[src/rtl/pipe_stall_ctrl.sv]
// rtl/pipe_stall_ctrl.sv - pipeline stall/flush sequencing for the 5-stage core
// Optional stall performance counter enabled by defining STALL_PERF_EN.
module pipe_stall_ctrl #(
  parameter int MC_LAT   = 4,
  parameter int MC_CNT_W = 3
) (
  input  logic       clk,
  input  logic       rst,
  input  logic       id_re1_i,
  input  logic       id_re2_i,
  input  logic [4:0] id_raddr1_i,
  input  logic [4:0] id_raddr2_i,
  input  logic       ex_we_i,
  input  logic [4:0] ex_waddr_i,
  input  logic       ex_is_load_i,
  input  logic       ex_mc_start_i,
  input  logic       flush_req_i,
  output logic [5:0] stall_o,
  output logic       flush_o,
  output logic       busy_o
`ifdef STALL_PERF_EN
  ,
  output logic [31:0] perf_stall_cnt_o
`endif
);

  localparam logic [1:0] RUN    = 2'b00;
  localparam logic [1:0] MCWAIT = 2'b01;
  localparam logic [1:0] FLUSH  = 2'b10;

  localparam logic [5:0] LU_STALL = 6'b000111;
  localparam logic [5:0] MC_STALL = 6'b001111;
  localparam logic [MC_CNT_W-1:0] MC_INIT = MC_CNT_W'(MC_LAT - 1);
  localparam logic [MC_CNT_W-1:0] CNT_ONE = MC_CNT_W'(1);

  logic [1:0]          state_q, state_d;
  logic [MC_CNT_W-1:0] cnt_q, cnt_d;
  logic                load_use;

  // A load result is not available to ID until the load reaches MEM; $0 never carries a hazard.
  assign load_use = ex_is_load_i & ex_we_i & (ex_waddr_i != 5'd0) &
                    ((id_re1_i & (id_raddr1_i == ex_waddr_i)) |
                     (id_re2_i & (id_raddr2_i == ex_waddr_i)));

  assign busy_o = ~rst & (state_q != RUN);

  always_comb begin
    stall_o = 6'b000000;
    flush_o = 1'b0;
    state_d = state_q;
    cnt_d   = cnt_q;
    if (rst) begin
      state_d = RUN;
      cnt_d   = '0;
    end else begin
      case (state_q)
        RUN: begin
          if (flush_req_i) begin
            flush_o = 1'b1;
            state_d = FLUSH;
          end else if (ex_mc_start_i) begin
            stall_o = MC_STALL;
            if (MC_LAT > 1) begin
              cnt_d   = MC_INIT;
              state_d = MCWAIT;
            end
          end else if (load_use) begin
            stall_o = LU_STALL;
          end
        end
        MCWAIT: begin
          if (flush_req_i) begin
            flush_o = 1'b1;
            cnt_d   = '0;
            state_d = FLUSH;
          end else begin
            stall_o = MC_STALL;
            cnt_d   = cnt_q - CNT_ONE;
            if (cnt_q == CNT_ONE) begin
              state_d = RUN;
            end
          end
        end
        FLUSH: begin
          // Pipeline holds only bubbles here, so hazards and mc starts are moot.
          if (flush_req_i) begin
            flush_o = 1'b1;
          end else begin
            state_d = RUN;
          end
        end
        default: begin
          state_d = RUN;
          cnt_d   = '0;
        end
      endcase
    end
  end

  always_ff @(posedge clk) begin
    if (rst) begin
      state_q <= RUN;
      cnt_q   <= '0;
    end else begin
      state_q <= state_d;
      cnt_q   <= cnt_d;
    end
  end

`ifdef STALL_PERF_EN
  logic [31:0] perf_q, perf_d;

  always_comb begin
    perf_d = perf_q;
    if (rst) begin
      perf_d = 32'd0;
    end else if (stall_o[0] && (perf_q != 32'hFFFF_FFFF)) begin
      perf_d = perf_q + 32'd1;
    end
  end

  always_ff @(posedge clk) begin
    perf_q <= perf_d;
  end

  assign perf_stall_cnt_o = perf_q;
`endif

endmodule

[config.mk]
export PLATFORM = sky130hd
export DESIGN_NAME = pipe_stall_ctrl
export DESIGN_NICKNAME = d
export VERILOG_FILES = /design/src/rtl/pipe_stall_ctrl.sv
export SDC_FILE = /design/constraint.sdc
export NUM_CORES = 1
export LEC_CHECK = 0
export CAP_MARGIN = 15
export CORE_UTILIZATION = 34
export DETAILED_ROUTE_END_ITERATION = 6
export GPL_TIMING_DRIVEN = 0
export PLACE_DENSITY = 0.76
export SYNTH_ARGS = -nofsm -noshare
export SYNTH_HDL_FRONTEND = slang
export SYNTH_SLANG_ARGS = --single-unit
[constraint.sdc]
create_clock -name clk -period 2.28 [get_ports clk]
set_input_delay 0.57 -clock clk [delete_from_list [all_inputs] [get_ports clk]]
set_output_delay 0.57 -clock clk [all_outputs]
set_load 0.02 [all_outputs]
== Yosys cells after proc, flatten, opt, wreduce, memory -nomap -nowiden ==
Cells that the tools add are included.
Operators by class
  muxes and demuxes: 19
  reduce and logical (&&, ||, !) cells: 6
  bitwise operators: 9
  add/sub/neg operators: 1
  equal/unequal tests: 10
Operator list (count)
  $mux 4: 4
  $mux 3: 4
  $eq 5x5->1: 2
  $mux 2: 5
  $pmux 3 s3: 1
  $pmux 4 s2: 1
  $and 1x1->1: 6
  $ne 2x2->1 const B: 3
  $ne 3x3->1 const B: 2
  $pmux 2 s3: 1
  $reduce_and 3->1: 2
  $reduce_bool 5->1: 1
  $eq 3x1->1 const B: 1
  $mux 1: 3
  $reduce_or 3->1: 1
  $sub 3x1->3 const B: 1
  $eq 2x1->1 const B: 1
  $eq 2x2->1 const B: 1
  $logic_not 2->1: 1
  $not 1->1: 2
  $reduce_bool 2->1: 1
  $or 1x1->1: 1
Storage, ports and cells
  register bits after elaboration: 5
  output and inout port bits: 8
  word-level logic and storage cells: 47

== Depth between registers and ports, before layout ==
  depth after elaboration: 9
  gate-level depth with buffers: 6

== Worst setup path after synthesis ==
No wires, ideal clock.
  path kind: input -> output
  from: input port ex_waddr_i[2]
  to: output port stall_o[1]
  path slack: -0.063 ns
  data required time: 1.710 ns
  path buffers: 1
  arrival time: 1.773 ns
  stages: 6
  path through: xor2_1 nor4_1 and3_1 a31oi_1 o21ai_1 buf_4
On the way
  longest elaborated chain between the ends: 9
  elaborated cells on any way between the ends: 13
  those cells by class: eq/ne (2); mux (5); bitwise (5); reduce/logical (1)
Ends and longest elaborated chain
  start, declared: RTL line 14  | input logic [4:0] ex_waddr_i,
  $eq 5x5->1, on equally long branches: RTL line 42, 43
  $and 1x1->1, on equally long branches: RTL line 42, 43
  $or 1x1->1: RTL line 42  | ((id_re1_i & (id_raddr1_i == ex_waddr_i)) |
  $and 1x1->1 *: RTL line 41  | assign load_use = ex_is_load_i & ex_we_i & (ex_waddr_i != 5'd0) &
  $mux 3 *: RTL line 67  | end else if (load_use) begin
  $mux 4 *: RTL line 61  | end else if (ex_mc_start_i) begin
  $mux 4 *: RTL line 58  | if (flush_req_i) begin
  $pmux 4 s2 *: RTL line 56  | case (state_q)
  $mux 4 *: RTL line 52  | if (rst) begin
  end, declared: RTL line 18  | output logic [5:0] stall_o,
Mark *: on every way between the ends. The rest lies on a longest branch, timed or not.

== Worst setup path after layout ==
  from: input port flush_req_i
  to: output port stall_o[1]
On the way
  longest elaborated chain between the ends: 3
  elaborated cells on any way between the ends: 4
  those cells by class: mux (4)
Ends and longest elaborated chain
  start, declared: RTL line 17  | input logic flush_req_i,
  $mux 4, on equally long branches: RTL line 72, 58
  $pmux 4 s2 *: RTL line 56
  $mux 4 *: RTL line 52
Marks and branches as above.

==> run summary <==
hpwl dp - 953.2 um
sequential area share after synthesis - 21.22%
Pwr Total - 0.0003200 W
Hold WS - 0.5071 ns
leakage power total - 0.3718 nW
top cell type's share of synthesized area - 21.22%
Clock Skew - 0.004752 ns
GRT overflow - 0
DRC errors left - 0
Routed Antenna Nets - 0
synthesized area - 471.7 um^2
share of layout cells above drive strength 1 - 39.56%
total CTS buffers - 3
vias in the first global route - 538
highest clock rate - 0.4275 GHz
Mapped Avg Cell Area - 8.133 um^2
die area - 1540 um^2
vias per cell - 4.642
CTS tree - yes
synth warn - 0
area grow syn2layout - 77.19%
Worst R2R Path Depth - 5
Final Hold Fails - 0
total wire length - 1202 um
post-synthesis register bit count - 5
WL per Instance - 11.34 um
Crit Path Class - in2out
fin nets - 117
Die W - 39.25 um
P per Cell Area - 382.9 nW/um^2
core region area - 1301 um^2
Initial Utilization - 36.25%
internal reg-to-reg setup slack - 0.85 ns
first-pass GRT wire length - 1918 um
CP Data Arrival Time - 1.77 ns
final antenna diode count - 0
number of core rows - 13
global-route usage over all layers - 19.07%
Final Critical Period - 2.339 ns
Tcrit/Tclk final - 102.6%
H-tree levels - 1
RSZ-0062 raised after global routing - yes
Pins Over Slew Limit - 0
DR iter-0 viols - 3
most frequent cells in the layout - buf_6 (8), dlygate4sd2_1 (8), inv_1 (6), buf_2 (6)
Top FF cell, synth - dfxtp_1
final std cells w/o fill - 106
ranking of synthesized cells by area - dfxtp_1 (21%), xor2_1 (17%), buf_4 (8.0%)
worst reg2reg path endpoint - state_q[0]$_SDFFE_PP0P_
Die Height - 39.25 um
maximum vdd drop - 145.8 uV
Hold Crit Class - reg2reg
worst setup margin - -0.05897 ns
outcome - finished with violations
initial antenna violation count - 0
Synth area leader - dfxtp_1
failing checks - setup timing
worst path required time - 1.71 ns
pre-CTS worst setup slack - -0.9527 ns
Synth cell types - 24
ys async rst share - 0%
final setup vio count - 3
Setup crit start - flush_req_i
port bufs - 27
clk slew on worst S/H paths - 0.04 ns
max cap viols - 0
Sum Neg Setup Slack - -0.1477 ns
routability cong. - 0.7034
Max Buffers Root-to-Sink - 2
Post-synth EDFFs - 0
CTS Hold Bufs - 0
clock root cell - clkbuf_4
worst-path maximum fanout - 5
IO Pins - 31
Syn Inst Count - 58
clock latency at the later pin of the worst-skew pair - 0.24 ns
Worst setup EP type - primary output
TritonCTS Sinks - 5
largest net degree at the start of global routing - 9
first-pass iteration count of the detailed router - 2
vias - 492
Critical path destination - stall_o[1]
r2r startpoint - state_q[0]$_SDFFE_PP0P_
placed cells - 101
crit start category - input pin
-- logic make-up (layout without fill, tap and decap cells) --
| group | count (synthesis) | count (layout) | share of synthesized area (%) |
|---|---|---|---|
| buf+inv | 12 | 44 | 15.12 |
| other cells | 1 | 2 | 0.7950 |
| flops | 5 | 5 | 21.22 |
| fa+ha+maj | 2 | 2 | 5.304 |
| compound gates | 9 | 9 | 13.26 |
| xor+xnor | 11 | 11 | 20.43 |
| simple gates | 18 | 18 | 23.87 |
-- per-layer routing --
layer / up-vias / wire length [um] / part of all wire [%] / track usage [%]
met2: 26 / 597 / 50 / 35.00
met3: 2 / 80 / 6.7 / 1.734
li1: 254 / - / - / -
met1: 210 / 514 / 43 / 20.00
met5: - / 0 / 0 / 0
met4: 0 / 10 / 0.83 / 12.93
-- power breakdown --
part	switching, W	internal (W)
Sequential	0.00000449	0.0000929
Clock	0.0000352	0.0000661
Combinational	0.0000575	0.0000638
Total	0.0000972	0.000223
-- sequential cells by signal, summed over array words and instances (netlist names) --
signal / cells
cnt_q: 3
state_q: 2
-- how the worst min path moves through the flow --
| stage | depth (start not counted) | start | to | slack [ns] |
|---|---|---|---|---|
| 2_1_floorplan | 2 | cnt_q[1]$_SDFFE_PP0P_ | cnt_q[1]$_SDFFE_PP0P_ | 0.48 |
| 3_3_place_gp | 2 | cnt_q[2]$_SDFFE_PP0P_ | cnt_q[2]$_SDFFE_PP0P_ | 0.50 |
| 3_5_place_dp | 2 | cnt_q[2]$_SDFFE_PP0P_ | cnt_q[2]$_SDFFE_PP0P_ | 0.50 |
| 4_1_cts | 2 | cnt_q[2]$_SDFFE_PP0P_ | cnt_q[2]$_SDFFE_PP0P_ | 0.51 |
| 5_1_grt | 2 | cnt_q[2]$_SDFFE_PP0P_ | cnt_q[2]$_SDFFE_PP0P_ | 0.53 |
| 6_report | 2 | cnt_q[2]$_SDFFE_PP0P_ | cnt_q[2]$_SDFFE_PP0P_ | 0.51 |
-- synthesized netlist by cell type (2+ instances only) --
master and count:
inv_1 6, buf_4 5, nor2_1 6, a21oi_1 2, dfxtp_1 5, nand3_1 2
xnor2_1 2, xor2_1 9, nor4_1 2, ha_1 2, a211oi_1 2, nand2_1 2
o21ai_1 2
-- worst max-delay path, cell delays in order --
cell and delay (ns):
dlygate4sd2_1 0.30, or4_4 0.58, o21ai_4 0.10, buf_6 0.12
buf_6 0.10
-- area by class of cell --
class / instances / area (um^2)
buffer: 6 / 56.30
clock buffer: 4 / 26.28
fill: 127 / 465.4
inverter: 6 / 22.52
multi-input combinational: 42 / 372.9
sequential: 5 / 100.1
tap: 15 / 18.77
timing repair buffer: 28 / 239.0
-- what timing repair did --
item                       in CTS  in global routing
resized for setup              80                  8
setup endpoints to repair       5                  3
setup buffers                   1                  0
pin swaps                      11                  7
-- through the flow --
step / utilization (%) / instance area [um^2]
final: 64.23 / 835.8
after global routing: 64.23 / 835.8
after CTS: 63.17 / 822.0
after detailed placement: 59.04 / 768.2
after global placement: 59.04 / 768.2
after floorplan: - / 479.2
(Power assumes the default switching activity.)
